--- src/rtl/pcie_pkg.sv ---
// pcie_pkg: shared TLP header layout, FSM states and memory-request header builders.
package pcie_pkg;
  localparam int MAX_PAYLOAD_SIZE  = 128;
  localparam int MAX_READ_REQ_SIZE = 512;

  typedef enum logic [1:0] {IDLE, CALC, EMIT} state_t;

  // 4DW memory request header, first transmitted bit at the MSB
  typedef struct packed {
    logic [2:0]  fmt;
    logic [4:0]  tlp_type;
    logic        t9;
    logic [2:0]  tc;
    logic        t8;
    logic        attr2;
    logic        ln;
    logic        th;
    logic        td;
    logic        ep;
    logic [1:0]  attr;
    logic [1:0]  at;
    logic [1:0]  length_h;
    logic [7:0]  length_l;
    logic [15:0] requester_id;
    logic [7:0]  tag;
    logic [3:0]  last_dbe;
    logic [3:0]  first_dbe;
    logic [61:0] addr;
    logic [1:0]  ph;
  } tlp_memory_req_hdr_t;

  function automatic tlp_memory_req_hdr_t gen_tlp_memrd_hdr(
    input logic [15:0] req_id, input logic [9:0] tag, input logic [61:0] dw_addr,
    input logic [9:0] len, input logic [3:0] first_dbe, input logic [3:0] last_dbe);
    tlp_memory_req_hdr_t h;
    h = '0;
    h.fmt          = 3'b001;
    h.t9           = tag[9];
    h.t8           = tag[8];
    h.length_h     = len[9:8];
    h.length_l     = len[7:0];
    h.requester_id = req_id;
    h.tag          = tag[7:0];
    h.last_dbe     = last_dbe;
    h.first_dbe    = first_dbe;
    h.addr         = dw_addr;
    return h;
  endfunction

  function automatic tlp_memory_req_hdr_t gen_tlp_memwr_hdr(
    input logic [15:0] req_id, input logic [61:0] dw_addr,
    input logic [9:0] len, input logic [3:0] first_dbe, input logic [3:0] last_dbe);
    tlp_memory_req_hdr_t h;
    h = gen_tlp_memrd_hdr(req_id, 10'd0, dw_addr, len, first_dbe, last_dbe);
    h.fmt = 3'b011;
    return h;
  endfunction
endpackage

--- src/rtl/pcie_tag_pool.sv ---
// pcie_tag_pool: read-tag bitmap with lowest-free-index allocation and release.
module pcie_tag_pool #(
  parameter int TAG_COUNT = 32
) (
  input  logic        clk,
  input  logic        rst_n,
  input  logic        alloc_i,
  input  logic        rel_valid_i,
  input  logic [9:0]  rel_tag_i,
  output logic        avail_o,
  output logic [9:0]  tag_o,
  output logic [10:0] used_o
);
  logic [TAG_COUNT-1:0] used_q, used_d;
  logic [10:0] cnt_q;
  logic rel_hit;

  // Encoder looks at the pre-release bitmap, so a same-cycle release is not yet visible
  always_comb begin
    avail_o = 1'b0;
    tag_o   = '0;
    rel_hit = 1'b0;
    used_d  = used_q;
    for (int i = TAG_COUNT - 1; i >= 0; i--) begin
      if (!used_q[i]) begin
        avail_o = 1'b1;
        tag_o   = 10'(i);
      end
    end
    for (int i = 0; i < TAG_COUNT; i++) begin
      if (rel_valid_i && rel_tag_i == 10'(i) && used_q[i]) begin
        used_d[i] = 1'b0;
        rel_hit   = 1'b1;
      end
      if (alloc_i && tag_o == 10'(i)) used_d[i] = 1'b1;
    end
  end

  always_ff @(posedge clk or negedge rst_n) begin
    if (!rst_n) begin
      used_q <= '0;
      cnt_q  <= '0;
    end else begin
      used_q <= used_d;
      cnt_q  <= cnt_q + 11'(alloc_i) - 11'(rel_hit);
    end
  end

  assign used_o = cnt_q;
endmodule

--- src/rtl/pcie_tlp_req_gen.sv ---
// pcie_tlp_req_gen: splits memory read/write requests into boundary-safe MRd/MWr TLP headers.
module pcie_tlp_req_gen import pcie_pkg::*; #(
  parameter int MAX_PAYLOAD = MAX_PAYLOAD_SIZE,
  parameter int MAX_RD_REQ  = MAX_READ_REQ_SIZE,
  parameter int TAG_COUNT   = 32
) (
  input  logic         clk,
  input  logic         rst_n,
  input  logic         req_valid,
  output logic         req_ready,
  input  logic         req_wr,
  input  logic [63:0]  req_addr,
  input  logic [12:0]  req_len,
  input  logic [15:0]  requester_id,
  output logic         tlp_valid,
  input  logic         tlp_ready,
  output logic [127:0] tlp_hdr,
  output logic         tlp_wr,
  output logic [12:0]  tlp_byte_cnt,
  output logic         tlp_last,
  input  logic         tag_rel_valid,
  input  logic [9:0]   tag_rel_tag,
  output logic         busy,
  output logic [10:0]  tags_used
);
  localparam logic [12:0] MAX_WR = 13'(MAX_PAYLOAD);
  localparam logic [12:0] MAX_RD = 13'(MAX_RD_REQ);

  state_t state_q;
  logic [63:0] addr_q;
  logic [12:0] rem_q, tlp_byte_cnt_q;
  logic wr_q, req_ready_q, tlp_valid_q, tlp_wr_q, tlp_last_q;
  tlp_memory_req_hdr_t tlp_hdr_q;

  logic [12:0] max_sz, room, chunk;
  logic [9:0] dw_len, tag;
  logic [1:0] end_lo;
  logic [3:0] first_m, last_m, fbe, lbe;
  logic single, tag_avail, can_go;

  // Room to the next MAX-aligned boundary also bounds at 4 KB since MAX <= 4096
  assign max_sz  = wr_q ? MAX_WR : MAX_RD;
  assign room    = max_sz - (addr_q[12:0] & (max_sz - 13'd1));
  assign chunk   = rem_q < room ? rem_q : room;
  assign dw_len  = 10'((14'(addr_q[1:0]) + 14'(chunk) + 14'd3) >> 2);
  assign end_lo  = addr_q[1:0] + chunk[1:0] - 2'd1;
  assign first_m = 4'hF << addr_q[1:0];
  assign last_m  = 4'hF >> (2'd3 - end_lo);
  assign single  = dw_len == 10'd1;
  assign fbe     = single ? (first_m & last_m) : first_m;
  assign lbe     = single ? 4'h0 : last_m;
  assign can_go  = wr_q || tag_avail;

  pcie_tag_pool #(.TAG_COUNT(TAG_COUNT)) u_pool (
    .clk         (clk),
    .rst_n       (rst_n),
    .alloc_i     (state_q == CALC && !wr_q && tag_avail),
    .rel_valid_i (tag_rel_valid),
    .rel_tag_i   (tag_rel_tag),
    .avail_o     (tag_avail),
    .tag_o       (tag),
    .used_o      (tags_used)
  );

  always_ff @(posedge clk or negedge rst_n) begin
    if (!rst_n) begin
      state_q        <= IDLE;
      addr_q         <= '0;
      rem_q          <= '0;
      wr_q           <= 1'b0;
      req_ready_q    <= 1'b0;
      tlp_valid_q    <= 1'b0;
      tlp_hdr_q      <= '0;
      tlp_byte_cnt_q <= '0;
      tlp_last_q     <= 1'b0;
      tlp_wr_q       <= 1'b0;
    end else begin
      case (state_q)
        IDLE: begin
          req_ready_q <= 1'b1;
          if (req_valid && req_ready_q) begin
            addr_q <= req_addr;
            rem_q  <= req_len;
            wr_q   <= req_wr;
            if (req_len != 13'd0) begin
              state_q     <= CALC;
              req_ready_q <= 1'b0;
            end
          end
        end
        CALC: if (can_go) begin
          tlp_hdr_q      <= wr_q ? gen_tlp_memwr_hdr(requester_id, addr_q[63:2], dw_len, fbe, lbe)
                                 : gen_tlp_memrd_hdr(requester_id, tag, addr_q[63:2], dw_len, fbe, lbe);
          tlp_byte_cnt_q <= chunk;
          tlp_last_q     <= chunk == rem_q;
          tlp_wr_q       <= wr_q;
          tlp_valid_q    <= 1'b1;
          state_q        <= EMIT;
        end
        EMIT: if (tlp_ready) begin
          tlp_valid_q <= 1'b0;
          addr_q      <= addr_q + 64'(tlp_byte_cnt_q);
          rem_q       <= rem_q - tlp_byte_cnt_q;
          state_q     <= tlp_last_q ? IDLE : CALC;
          req_ready_q <= tlp_last_q;
        end
        default: state_q <= IDLE;
      endcase
    end
  end

  assign req_ready    = req_ready_q;
  assign tlp_valid    = tlp_valid_q;
  assign tlp_hdr      = tlp_hdr_q;
  assign tlp_wr       = tlp_wr_q;
  assign tlp_byte_cnt = tlp_byte_cnt_q;
  assign tlp_last     = tlp_last_q;
  assign busy         = state_q != IDLE;
endmodule
--- config.mk ---
export PLATFORM = sky130hd
export DESIGN_NAME = pcie_tlp_req_gen
export DESIGN_NICKNAME = d
export VERILOG_FILES = /design/src/rtl/pcie_pkg.sv /design/src/rtl/pcie_tag_pool.sv /design/src/rtl/pcie_tlp_req_gen.sv
export SDC_FILE = /design/constraint.sdc
export NUM_CORES = 1
export LEC_CHECK = 0
export ABC_AREA = 0
export BUFFER_PORTS_ARGS = -buffer_cell sky130_fd_sc_hd__buf_2
export CORE_UTILIZATION = 51
export CTS_CLUSTER_SIZE = 12
export DETAILED_ROUTE_END_ITERATION = 8
export GPL_TIMING_DRIVEN = 0
export PLACE_DENSITY = 0.77
export SKIP_CTS_REPAIR_TIMING = 1
export SYNTH_ARGS = -nofsm -noshare
export SYNTH_HDL_FRONTEND = slang
export SYNTH_SLANG_ARGS = --single-unit
--- constraint.sdc ---
create_clock -name clk -period 5.6 [get_ports clk]
set_clock_uncertainty 0.15 [all_clocks]
set_input_delay 0.56 -clock clk [delete_from_list [all_inputs] [get_ports clk]]
set_output_delay 0.56 -clock clk [all_outputs]
set_load 0.03 [all_outputs]
# Word-level counts from Yosys, hierarchy flattened
# Cells that the tools add are included.
# totals
reg_bits	268
elab_cells	478
# op_classes
add_sub_neg	11
n_lt_le_gt_ge	1
n_eq_ne	70
shifts	2
n_mux	184
n_bitwise	2
reduce_logical	146
# ops
cell	n
10-bit by 5-bit equality test with 1-bit output, second input constant	16
5-bit 2-to-1 mux	32
1-bit 2-to-1 mux	134
64-bit 2-to-1 mux	2
64-bit one-hot mux with 2 select lines	1
127-bit 2-to-1 mux	1
1-bit logical AND	99
10-bit by 4-bit equality test with 1-bit output, second input constant	8
5-bit equality test, second input constant	16
2-bit nonzero test	35
64-bit by 13-bit adder with 64-bit output	1
10-bit by 3-bit equality test with 1-bit output, second input constant	4
5-bit by 4-bit equality test with 1-bit output, second input constant	8
13-bit 2-to-1 mux	3
13-bit one-hot mux with 2 select lines	1
10-bit by 1-bit equality test with 1-bit output, second input constant	2
10-bit by 2-bit equality test with 1-bit output, second input constant	2
5-bit by 3-bit equality test with 1-bit output, second input constant	4
10-bit logical NOT	2
13-bit bitwise AND	1
13-bit equality test	1
13-bit less-than comparator	1
13-bit nonzero test	1
10-bit by 13-bit subtractor with 13-bit output	1
other kinds (28)	40

# Depth between registers and ports, before layout
# logic_depth
ltp_word	36
depth_mapped	27
mapped_depth_nobuf	25

# By module
# From an unflattened synthesis, not the netlist that was laid out.
# unflattened
hier_cells	1780
hier_area_um2	15268.4
# modules_own_cells
module	instances	cells_each	area_each_um2	seq_area_each_um2
pcie_tlp_req_gen	1	1435	12160.4	5104.9
pcie_tag_pool	1	345	3108.0	1076.0

# Worst setup path after synthesis
# OpenSTA, ideal clock, no wires.
# synth_timing
kind	reg-to-reg
from	register addr_q[1]
to	register tlp_hdr_q (netlist bit tlp_hdr[65])
arrival_time_ps	5226
t_required_ps	5309
slack_ps	83
path_stages_with_launch	26
n_path_buf	2
period_less_slack_ps	5517
cell_sequence	dfrtp_1 inv_1 ha_1 nand2b_1 nor2_1 xor2_1 ha_1 a21o_1 a21oi_1 o21ai_0 a21oi_1 clkbuf_1 clkbuf_1 a21oi_1 ha_1 inv_1 ha_1 fa_1 nand3_1 nor3_1 xor2_1 a211oi_1 a31oi_1 a211o_2 nor3_4 a31oi_1
# synth_between
elab_chain_len	11
# synth_lines
element	line_no	source
start, declared	pcie_tlp_req_gen.sv:30	logic [63:0] addr_q;
start signal, assigned	pcie_tlp_req_gen.sv:82	addr_q <= req_addr;
start signal, assigned	pcie_tlp_req_gen.sv:102	addr_q <= addr_q + 64'(tlp_byte_cnt_q);
parallel branches: the longest is 9 deep, another holds 10-bit by 13-bit subtractor with 13-bit output	--	
4-bit 2-to-1 mux (*)	pcie_tlp_req_gen.sv:50	assign fbe = single ? (first_m & last_m) : first_m;
127-bit 2-to-1 mux (*)	pcie_tlp_req_gen.sv:92	tlp_hdr_q <= wr_q ? gen_tlp_memwr_hdr(requester_id, addr_q[63:2], dw_len, fbe, lbe)
end signal, assigned	pcie_tlp_req_gen.sv:92	
end, declared	pcie_tlp_req_gen.sv:33	tlp_memory_req_hdr_t tlp_hdr_q;
# Mark *: on every way between the ends.
# A chain may end at the register's enable or synchronous reset.

# Final worst setup path
# layout_timing
from	register addr_q[1]
to	register tlp_hdr_q (netlist bit tlp_hdr[67])
# Same word-level chain as after synthesis.

==> reports/results.tsv <==
metric	value	unit
top layer in use	met4	
Setup WS pre-CTS	-1.35	ns
highest-delay cell along the critical path	dfrtp_2	
Via density	6.09	
htree depth	1	
Iter 0 DRT Violations	1653	
crit end category	flip-flop	
Setup crit start kind	flip-flop	
final instance area	17400	um^2
Met3 Wirelength	5.03	mm
Bufs and invs on worst path	6	
TritonCTS clock tree	yes	
Bufs on Longest Clock Path	3	
Top delay family on crit path	compound AO/OA/AOI/OAI gates	
wire length on met2	22.2	mm
reg2reg end	tlp_hdr[67]	
WL per Instance	20.8	um
Synth-to-Final Area Change	21.4	%
Max Cap Viol	0	
status	complete, no violations	
Max FO, Critical Path	10	
slew at the pin closest to its max-slew limit	1.23	ns
core region area	27300	um^2
die width	170	um
Total GRT Usage	34.7	%
Setup WS post-layout	0.0900	ns
slowest cell delay on critical path	0.47	ns
die area	28700	um^2
# DRC	0	
RR Startpoint	addr_q[1]	
sequential cell area	6060	um^2
Final Hold Fails	0	
Data required, critical path	5.83	ns
Fill cells	2394	
fraction of final layout cells sized beyond drive strength 1	18.7	%
num rows	60	
Slew headroom	18.3	%
first-pass GRT wire length	77.0	mm
Final Util	63.8	%
Fmax	181	MHz
largest net degree at the start of global routing	93	
nets@finish	2200	
Port Buffers	238	
post-layout min period	5.51	ns
DR vias	14700	
Slew Viols, Final	0	
Combinational Power Share	58.2	%
DR pass1 iterations	6	
total global routing overflow	0	
synth warn	0	
worst reg-to-reg path cell count	27	
CP Class	reg2reg	
Post-synth EDFFs	0	
die height	170	um
Yosys reg bits	242	
switching power	6.06	mW
final period utilization	98.4	%
Arr. time, crit path	5.74	ns
synthesized instance count	1721	
Yosys cell types	83	
ys async rst share	100	%
Reg power frac	26.7	%
Metal-1 WL	20.7	mm
Clock Root Buffer	clkbuf_16	
Hold Crit Class	in2reg	
Pleak	8.15	nW
multi-input logic area	7730	um^2
Pint	6.07	mW
pwr/cell area	698	nW/um^2
final setup fails	0	
Initial Util	52.5	%
dominant synthesized flop cell	dfrtp_1	
worst skew pair latency	0.56	ns
dpl hpwl	36.8	mm
clock share of power	15.1	%
Crit. path cell count	27	
Reg clk slew, reported paths	0.07	ns
Setup crit end	tlp_hdr[67]	
CP startpoint	addr_q[1]	
TritonCTS Buffers	27	
Post-Syn Area	14300	um^2
Reg2Reg Setup Slack	0.09	ns
vias in the first global route	13600	
Placed Area	16100	um^2
Avg Cell Area, Syn	8.32	um^2
final wirelength	50.4	mm
antenna violations before repair	1	
Clock Sinks	242	
Top Ports	266	
GPL Wtd Cong	0.945	
switching part of the total power	50.0	%
post-synthesis sequential area ratio	42.3	%
Routed Antenna Nets	0	
Final Power	12.1	mW
peak supply drop	0.000370	V
==> kinds of logic (layout without fill, tap and decap cells) <==
logic type / count (synthesis) / count (layout) / synth area share (%)
AND/OR/NAND/NOR: 747 / 747 / 23.8
flip-flops: 242 / 242 / 42.3
adder cells (fa/ha/maj): 58 / 58 / 5.28
multiplexers: 7 / 7 / 0.507
buffers and inverters: 184 / 486 / 5.55
AO/OA/AOI/OAI: 432 / 432 / 19.5
other: 2 / 29 / 0.0525
XOR/XNOR: 49 / 49 / 3.05
==> layer usage <==
metal	global-route usage, %	vias to the layer above
li1	-	6660
met1	47.8	7056
met2	53.1	861
met3	6.37	172
met4	15.8	0
met5	0	-
==> Yosys cell counts (11+ instances only) <==
cell | instances | area share (%)
clkbuf_1 | 85 | 2.2
a311oi_1 | 15 | 0.92
a21o_1 | 16 | 0.84
and3_1 | 21 | 0.92
nand4_1 | 34 | 1.5
o21a_1 | 16 | 0.84
inv_1 | 63 | 1.7
xnor2_1 | 25 | 1.5
xor2_1 | 23 | 1.4
nand2b_1 | 11 | 0.48
a211oi_1 | 25 | 1.3
nand2_1 | 367 | 9.6
nor3_1 | 54 | 1.9
nor2b_1 | 14 | 0.61
nor4_1 | 13 | 0.57
nor2_1 | 120 | 3.1
nand3_1 | 54 | 1.9
o22ai_1 | 21 | 0.92
o21ai_0 | 126 | 4.4
a31oi_1 | 35 | 1.5
and2_1 | 13 | 0.57
ha_1 | 54 | 4.7
o211ai_1 | 15 | 0.79
buf_4 | 26 | 1.4
a21oi_1 | 79 | 2.8
dfrtp_1 | 242 | 42
==> layout make-up <==
| type | instances | share of cell area, % |
|---|---|---|
| clock buffer | 38 | 4.59 |
| clock inverter | 7 | 0.554 |
| antenna | 1 | 0.0144 |
| timing repair buffer | 260 | 8.18 |
| tap | 372 | 2.68 |
| sequential | 242 | 34.9 |
| multi-input combinational | 1321 | 44.5 |
| buffer | 118 | 3.25 |
| inverter | 63 | 1.38 |
==> power by group through the flow <==
stage	Sequential (mW)	Clock (mW)	Combinational, mW
2_1_floorplan	3.88	0	3.95
3_3_place_gp	3.18	0	6.51
3_5_place_dp	3.20	0	6.65
4_1_cts	3.18	1.84	6.69
5_1_grt	3.31	1.91	7.68
6_report	3.24	1.83	7.06
==> state kept, by name, indices dropped and copies added (netlist names) <==
signal,flops
tlp_byte_cnt,13
state_q,2
tlp_wr,1
wr_q,1
tlp_hdr,102
rem_q,13
u_pool.used_q,32
req_ready,1
addr_q,64
tlp_last,1
u_pool.used_o,11
tlp_valid,1
==> per-stage QoR <==
stage	TNS, ns	std cells	hold WS [ns]
6_report	0	2422	0.0600
5_1_grt	-0.226	2422	0.0604
4_1_cts	-13.93	2404	-0.212
3_5_place_dp	-12.95	2359	0.300
3_3_place_gp	-144.02	2357	0.295
2_1_floorplan	0	1747	0.114
==> cells in the final DEF (no fill, tap or decap), types with 8 or more instances in the layout <==
master	count
a21o_1	16
clkbuf_1	83
nor4_1	12
a211oi_1	24
a21oi_1	75
nand3_1	52
conb_1	28
o22a_1	8
a311oi_1	15
xor2_1	20
buf_4	45
and3_1	21
nor2_1	118
and2_1	13
clkbuf_16	27
nor2b_1	14
buf_2	240
ha_1	52
o21ai_0	125
o211ai_1	15
or3_1	10
nand2b_1	11
a31oi_1	34
o22ai_1	21
clkbuf_8	8
inv_1	60
nor3_1	53
nand2_1	367
nand4_1	34
dfrtp_1	239
o21a_1	16
xnor2_1	25
==> worst reg2reg max path, delay by kind of cell (launching register included) <==
kind,cells,cell delay [ns]
AND/OR/NAND/NOR,5,0.73
AO/OA/AOI/OAI,9,1.60
buffers and inverters,6,0.72
adder cells (fa/ha/maj),5,1.25
XOR/XNOR,2,0.40
flip-flops,1,0.47
==> worst min-delay path by stage <==
stage | start | endpoint | cells after the start | slack, ns
floorplan | rst_n | addr_q[0] | 0 | 0.11
global placement | tlp_hdr[125] | tlp_hdr[125] | 1 | 0.29
detailed placement | tlp_hdr[125] | tlp_hdr[125] | 1 | 0.30
CTS | rst_n | addr_q[8] | 1 | -0.21
global route | requester_id[5] | tlp_hdr[85] | 3 | 0.06
finish | requester_id[8] | tlp_hdr[88] | 3 | 0.06
(Power assumes the default switching activity.)
